<file path="src/rtl/video_wr_arbiter.sv">
// Round-robin write-burst arbiter for NUM_CH camera channels with per-channel frame-buffer addressing.
// Define VIDEO_ARB_CH0_PRIORITY_EN to give channel 0 strict priority over the round-robin group.
module video_wr_arbiter #(
  parameter int                    NUM_CH        = 3,
  parameter int                    ADDR_WIDTH    = 32,
  parameter int                    BURST_LEN     = 16,
  parameter int                    DATA_BYTES    = 16,
  parameter int                    FRAME_BUF_NUM = 2,
  parameter logic [ADDR_WIDTH-1:0] BASE_ADDR     = 32'h1000_0000,
  parameter logic [ADDR_WIDTH-1:0] CH_STRIDE     = 32'h0100_0000,
  parameter logic [ADDR_WIDTH-1:0] FRAME_STRIDE  = 32'h0080_0000
) (
  input  logic                                       M_AXI_ACLK,
  input  logic                                       M_AXI_ARESETN,
  input  logic [NUM_CH-1:0]                          ch_req,
  input  logic [NUM_CH-1:0]                          ch_frame_start,
  output logic [NUM_CH-1:0]                          ch_grant,
  output logic                                       wr_start,
  output logic [ADDR_WIDTH-1:0]                      wr_addr,
  input  logic                                       wr_done,
  input  logic [1:0]                                 wr_resp,
  output logic [NUM_CH*$clog2(FRAME_BUF_NUM)-1:0]    ch_rd_frame,
  output logic [NUM_CH-1:0]                          ch_ovf,
  output logic                                       err,
  output logic [1:0]                                 dbg_state
);

  localparam int FB_W        = $clog2(FRAME_BUF_NUM);
  localparam int CH_W        = $clog2(NUM_CH);
  localparam int BURST_BYTES = BURST_LEN * DATA_BYTES;
  localparam int BPF         = int'(FRAME_STRIDE / ADDR_WIDTH'(BURST_BYTES));
  localparam int CNT_W       = $clog2(BPF) + 1;

  typedef enum logic [1:0] {
    S_IDLE  = 2'd0,
    S_GRANT = 2'd1,
    S_WAIT  = 2'd2
  } state_t;

  state_t state, state_nxt;

  logic [CH_W-1:0]       win_q, win_d, rr_ptr, idx;
  logic                  found, any_elig, done_now;
  logic [NUM_CH-1:0]     elig, busy, apply_fs, inc, set_pend, pend;
  logic [FB_W-1:0]       wr_frame  [NUM_CH];
  logic [CNT_W-1:0]      burst_cnt [NUM_CH];
  logic [FB_W-1:0]       addr_frame;
  logic [CNT_W-1:0]      addr_cnt;
  logic [ADDR_WIDTH-1:0] addr_d;

  assign dbg_state = state;

  // Winner search starts one past the last granted channel and wraps.
  always_comb begin
    elig     = ch_req & ~ch_ovf;
    any_elig = |elig;
    win_d    = rr_ptr;
    found    = 1'b0;
    idx      = rr_ptr;
    for (int k = 0; k < NUM_CH; k++) begin
      idx = (idx == CH_W'(NUM_CH - 1)) ? '0 : idx + CH_W'(1);
      if (!found && elig[idx]) begin
        found = 1'b1;
        win_d = idx;
      end
    end
`ifdef VIDEO_ARB_CH0_PRIORITY_EN
    if (elig[0]) win_d = '0;
`endif
  end

  // A frame start arriving in the same cycle as the win already targets the new buffer.
  always_comb begin
    addr_frame = wr_frame[win_d] + (ch_frame_start[win_d] ? FB_W'(1) : FB_W'(0));
    addr_cnt   = ch_frame_start[win_d] ? '0 : burst_cnt[win_d];
    addr_d     = BASE_ADDR
               + ADDR_WIDTH'(win_d) * CH_STRIDE
               + ADDR_WIDTH'(addr_frame) * FRAME_STRIDE
               + ADDR_WIDTH'(addr_cnt) * ADDR_WIDTH'(BURST_BYTES);
  end

  // Frame starts on the channel owning the bus are deferred to its wr_done.
  always_comb begin
    done_now = (state == S_WAIT) && wr_done;
    busy     = '0;
    apply_fs = '0;
    inc      = '0;
    set_pend = '0;
    for (int i = 0; i < NUM_CH; i++) begin
      busy[i]     = (state != S_IDLE) && (win_q == CH_W'(i));
      apply_fs[i] = busy[i] ? (done_now && (pend[i] || ch_frame_start[i])) : ch_frame_start[i];
      inc[i]      = busy[i] && done_now && !(pend[i] || ch_frame_start[i]);
      set_pend[i] = busy[i] && !done_now && ch_frame_start[i];
    end
  end

  always_ff @(posedge M_AXI_ACLK) begin
    if (!M_AXI_ARESETN) state <= S_IDLE;
    else                state <= state_nxt;
  end

  always_comb begin
    state_nxt = state;
    ch_grant  = '0;
    wr_start  = 1'b0;
    case (state)
      S_IDLE: begin
        if (any_elig) state_nxt = S_GRANT;
      end
      S_GRANT: begin
        ch_grant[win_q] = 1'b1;
        wr_start        = 1'b1;
        state_nxt       = S_WAIT;
      end
      S_WAIT: begin
        ch_grant[win_q] = 1'b1;
        if (wr_done) state_nxt = S_IDLE;
      end
      default: state_nxt = S_IDLE;
    endcase
  end

  always_ff @(posedge M_AXI_ACLK) begin
    if (!M_AXI_ARESETN) begin
      win_q       <= '0;
      rr_ptr      <= '0;
      wr_addr     <= '0;
      err         <= 1'b0;
      ch_ovf      <= '0;
      pend        <= '0;
      ch_rd_frame <= '1;
      for (int i = 0; i < NUM_CH; i++) begin
        wr_frame[i]  <= '0;
        burst_cnt[i] <= '0;
      end
    end else begin
      if (state == S_IDLE && any_elig) begin
        win_q   <= win_d;
        wr_addr <= addr_d;
      end
      if (done_now) begin
        rr_ptr <= win_q;
        if (wr_resp != 2'b00) err <= 1'b1;
      end
      for (int i = 0; i < NUM_CH; i++) begin
        if (apply_fs[i]) begin
          ch_rd_frame[i*FB_W +: FB_W] <= wr_frame[i];
          wr_frame[i]                 <= wr_frame[i] + FB_W'(1);
          burst_cnt[i]                <= '0;
          ch_ovf[i]                   <= 1'b0;
          pend[i]                     <= 1'b0;
        end else if (inc[i]) begin
          burst_cnt[i] <= burst_cnt[i] + CNT_W'(1);
          if (burst_cnt[i] + CNT_W'(1) == CNT_W'(BPF)) ch_ovf[i] <= 1'b1;
        end
        if (set_pend[i]) pend[i] <= 1'b1;
      end
    end
  end

endmodule

</file>
<file path="config.mk">
export PLATFORM = sky130hd
export DESIGN_NAME = video_wr_arbiter
export DESIGN_NICKNAME = d
export VERILOG_FILES = /design/src/rtl/video_wr_arbiter.sv
export SDC_FILE = /design/constraint.sdc
export NUM_CORES = 1
export LEC_CHECK = 0
export CAP_MARGIN = 40
export CELL_PAD_IN_SITES_DETAIL_PLACEMENT = 1
export CELL_PAD_IN_SITES_GLOBAL_PLACEMENT = 1
export CORE_MARGIN = 2
export CORE_UTILIZATION = 49
export CTS_BUF_LIST = sky130_fd_sc_hd__clkbuf_2 sky130_fd_sc_hd__clkbuf_4 sky130_fd_sc_hd__clkbuf_8
export DETAILED_ROUTE_END_ITERATION = 10
export GPL_ROUTABILITY_DRIVEN = 0
export HOLD_SLACK_MARGIN = 0.08
export MAX_ROUTING_LAYER = met4
export PLACE_DENSITY = 0.86
export SLEW_MARGIN = 20
export SYNTH_ARGS = -nofsm -noshare
export SYNTH_HDL_FRONTEND = slang
export SYNTH_SLANG_ARGS = --single-unit
</file>
<file path="constraint.sdc">
create_clock -name M_AXI_ACLK -period 4.17 [get_ports M_AXI_ACLK]
set_input_delay 1.251 -clock M_AXI_ACLK [delete_from_list [all_inputs] [get_ports M_AXI_ACLK]]
set_output_delay 1.251 -clock M_AXI_ACLK [all_outputs]
set_load 0.1 [all_outputs]
</file>
==> impl_metrics.tcl <==
set metrics [dict create \
    die-area_um2 11160 \
    firstDrtPassIters 4 \
    ctsHtreeMaxLevel 3 \
    die_w_um 105.7 \
    p_leak_uw 0.002314 \
    path_clk_slew_ns 0.09 \
    finalMaxSlewViolations 0 \
    initialDrtViolationCount 318 \
    vias 4410 \
    hold_path_depth 2 \
    synth_top_area_share_pct 30.24 \
    hold_ws_ns 0.4811 \
    synth_area_um2 5064 \
    maxCapViolations 0 \
    setup_tns_ns 0 \
    path_common_cell "xor2_1" \
    grt_max_degree 34 \
    wire_per_inst_um 20.10 \
    core_um2 10180 \
    grt_pass1_vias 4617 \
    post_synth.cell_area_avg_um2 9.207 \
    hold_viol 0 \
    start_kind "primary input" \
    ir_drop_mv 0.2059 \
    async_flop_share_pct 0 \
    area_delta_synth_final_pct 21.35 \
    worstPathCellList "clkdlybuf4s50_1 > or3b_4 > o2bb2ai_2 > mux2i_1 > a21oi_1 > xor2_1 > ha_1 > xor2_1 > nand2_1 > a21boi_1" \
    drive_gt1_share_pct 10.84 \
    postCtsHoldBufs 0 \
    grtUsageTotal_pct 28.73 \
    hold_class "reg2reg" \
    powerDensity_nw_per_um2 397.5 \
    synthCells 550 \
    crit_required_ns 4.47 \
    reg2reg_depth 8 \
    antenna_found_initial 0 \
    multiInputGateArea_um2 2609 \
    finalNonFillerCells 745 \
    fp.dieH_um 105.7 \
    slowest_delay_ns 0.53 \
    layout_common_cells "nor2_1, edfxtp_1, nand2_1" \
    synth_edf_count 51 \
    critPathArrivalTime_ns 3.83 \
    synth-seq-cells 87 \
    ys.flop_type "edfxtp_1" \
    yosysTopAreaCell "edfxtp_1" \
    period_needed_ns 3.534 \
    diodes 0 \
    cts_root_buf "clkbuf_8" \
    cts_setup_buffers 0 \
    regArea_um2 2252 \
    dp_hpwl_mm 11.07 \
    start_util_pct 49.72 \
    placed_cells 729 \
    drtAntennaViolNets 0 \
    cts_sinks 87 \
    synth_warnings 0 \
    total_power_uw 2442 \
    rsz0062_at_grt "no" \
    slew_headroom_pct 47.88 \
    cpMaxStageDelayCell "clkdlybuf4s50_1" \
    outcome "finished, final reports clean" \
    post_drt_via_cell_ratio 5.919 \
    synth_cell_types 61 \
    clk_latency_ns 0.37 \
    worstSetupEndpointType "flop" \
    skew_ns 0.009007 \
    synth-seq-area-share_pct 44.48 \
    fill_cells 1138 \
    num_rows 37 \
    cp_max_fo 7 \
    final_area_um2 6145 \
    yosys-top-cells-area "edfxtp_1, dfxtp_1, nor2_1, mux2i_1, xor2_1" \
    cts_tree "yes" \
    grt_first_pass_wirelength_mm 24.54 \
    setup_viol 0 \
    gr-total-overflow 0 \
    final_common_cell "nor2_1" \
    max_freq_ghz 0.2830 \
    post-route-period-util_pct 84.75 \
    crit_type "in2reg" \
    numCtsBuffers 9 \
    ctsResizeCount 0 \
    ioPinCount 56 \
    wl_mm 14.98 \
    nets 622 \
    max_slew.worst_pin.slew_ns 0.7794 \
    dpl_cell_area_um2 5947 \
    drcViolationCount 0 \
    cts_max_path_buffers 2 \
    port_buffers 43 \
]
## Yosys cell counts (3+ instances only)
| cell type | n |
|---|---|
| xnor2_1 | 23 |
| a21boi_0 | 3 |
| buf_2 | 7 |
| a32o_1 | 3 |
| a211oi_1 | 3 |
| o21ai_0 | 6 |
| xor2_1 | 26 |
| and3b_1 | 3 |
| nor4_1 | 4 |
| edfxtp_1 | 51 |
| inv_1 | 8 |
| dfxtp_1 | 36 |
| nand3_1 | 33 |
| buf_4 | 12 |
| nor2_1 | 97 |
| and2_1 | 4 |
| or3_1 | 4 |
| nand4_1 | 10 |
| nor3b_1 | 4 |
| nand2_1 | 47 |
| nand2b_1 | 5 |
| a22o_1 | 15 |
| nor3_1 | 14 |
| a21oi_1 | 24 |
| clkbuf_1 | 24 |
| a31oi_1 | 6 |
| mux2i_1 | 23 |
| and3_1 | 10 |
| ha_1 | 7 |
## stage by stage
step | util, % | worst slack, ns
after floorplan | - | 0.2587
after global placement | 54.12 | 0.4568
after detailed placement | 58.39 | 0.3050
after CTS | 60.33 | 0.6632
after global routing | 60.33 | 0.4369
final | 60.33 | 0.6360
## critical path, delay by kind of cell
family	cells	cell delay (ns)
buffers and inverters	1	0.53
and+or+nand+nor	2	0.53
muxes	1	0.26
AOI/OAI and AO/OA	3	0.69
xor gates and xnor gates	2	0.35
adders and majority gates	1	0.23
## per-layer routing
layer  up-vias  track usage, %  wire length, um
met5         -               -                0
met4         0           8.459              284
met1      2212           33.71             6171
met3        28           4.267              631
met2       142           51.06             7891
li1       2028               -                -
## cells by family after synthesis
| kind of cell | Yosys count | share of synthesized area [%] |
|---|---|---|
| compound gates | 77 | 11.02 |
| xor+xnor | 49 | 8.475 |
| fa+ha+maj | 7 | 1.730 |
| buf+inv | 52 | 4.917 |
| flops | 87 | 44.48 |
| mux | 27 | 5.658 |
| other cells | 1 | 0.07406 |
| simple gates | 250 | 23.65 |
## report_power, final
group | switching (uW) | internal, uW | leakage, uW
Combinational | 482 | 237 | 0.00135
Sequential | 117 | 992 | 0.000860
Clock | 310 | 304 | 0.000107
## path summary, 6_finish.rpt
check	start	to	slack (ns)
worst min register to register	wr_addr[23]	wr_addr[23]	0.48
worst max-delay path	ch_req[1]	wr_addr[24]	0.64
worst max register to register	dbg_state[0]	ch_ovf[0]	1.50
worst min-delay path	wr_addr[23]	wr_addr[23]	0.48
## layout make-up
class / count / share of cell area (%)
Inverter: 8 / 0.4887
Clock inverter: 4 / 0.7330
Timing Repair Buffer: 76 / 14.42
Clock buffer: 12 / 2.484
Multi-Input combinational cell: 422 / 42.46
Tap cell: 136 / 2.769
Sequential cell: 87 / 36.65
## sequential cells by signal, summed over array words and instances (netlist names), 2 cells and up
signal       flops
burst_cnt       48
ch_ovf           3
ch_rd_frame      3
dbg_state        2
pend             3
rr_ptr           2
win_q            2
wr_addr         20
wr_frame         3
Note: power is estimated with default switching activity, not from simulation.
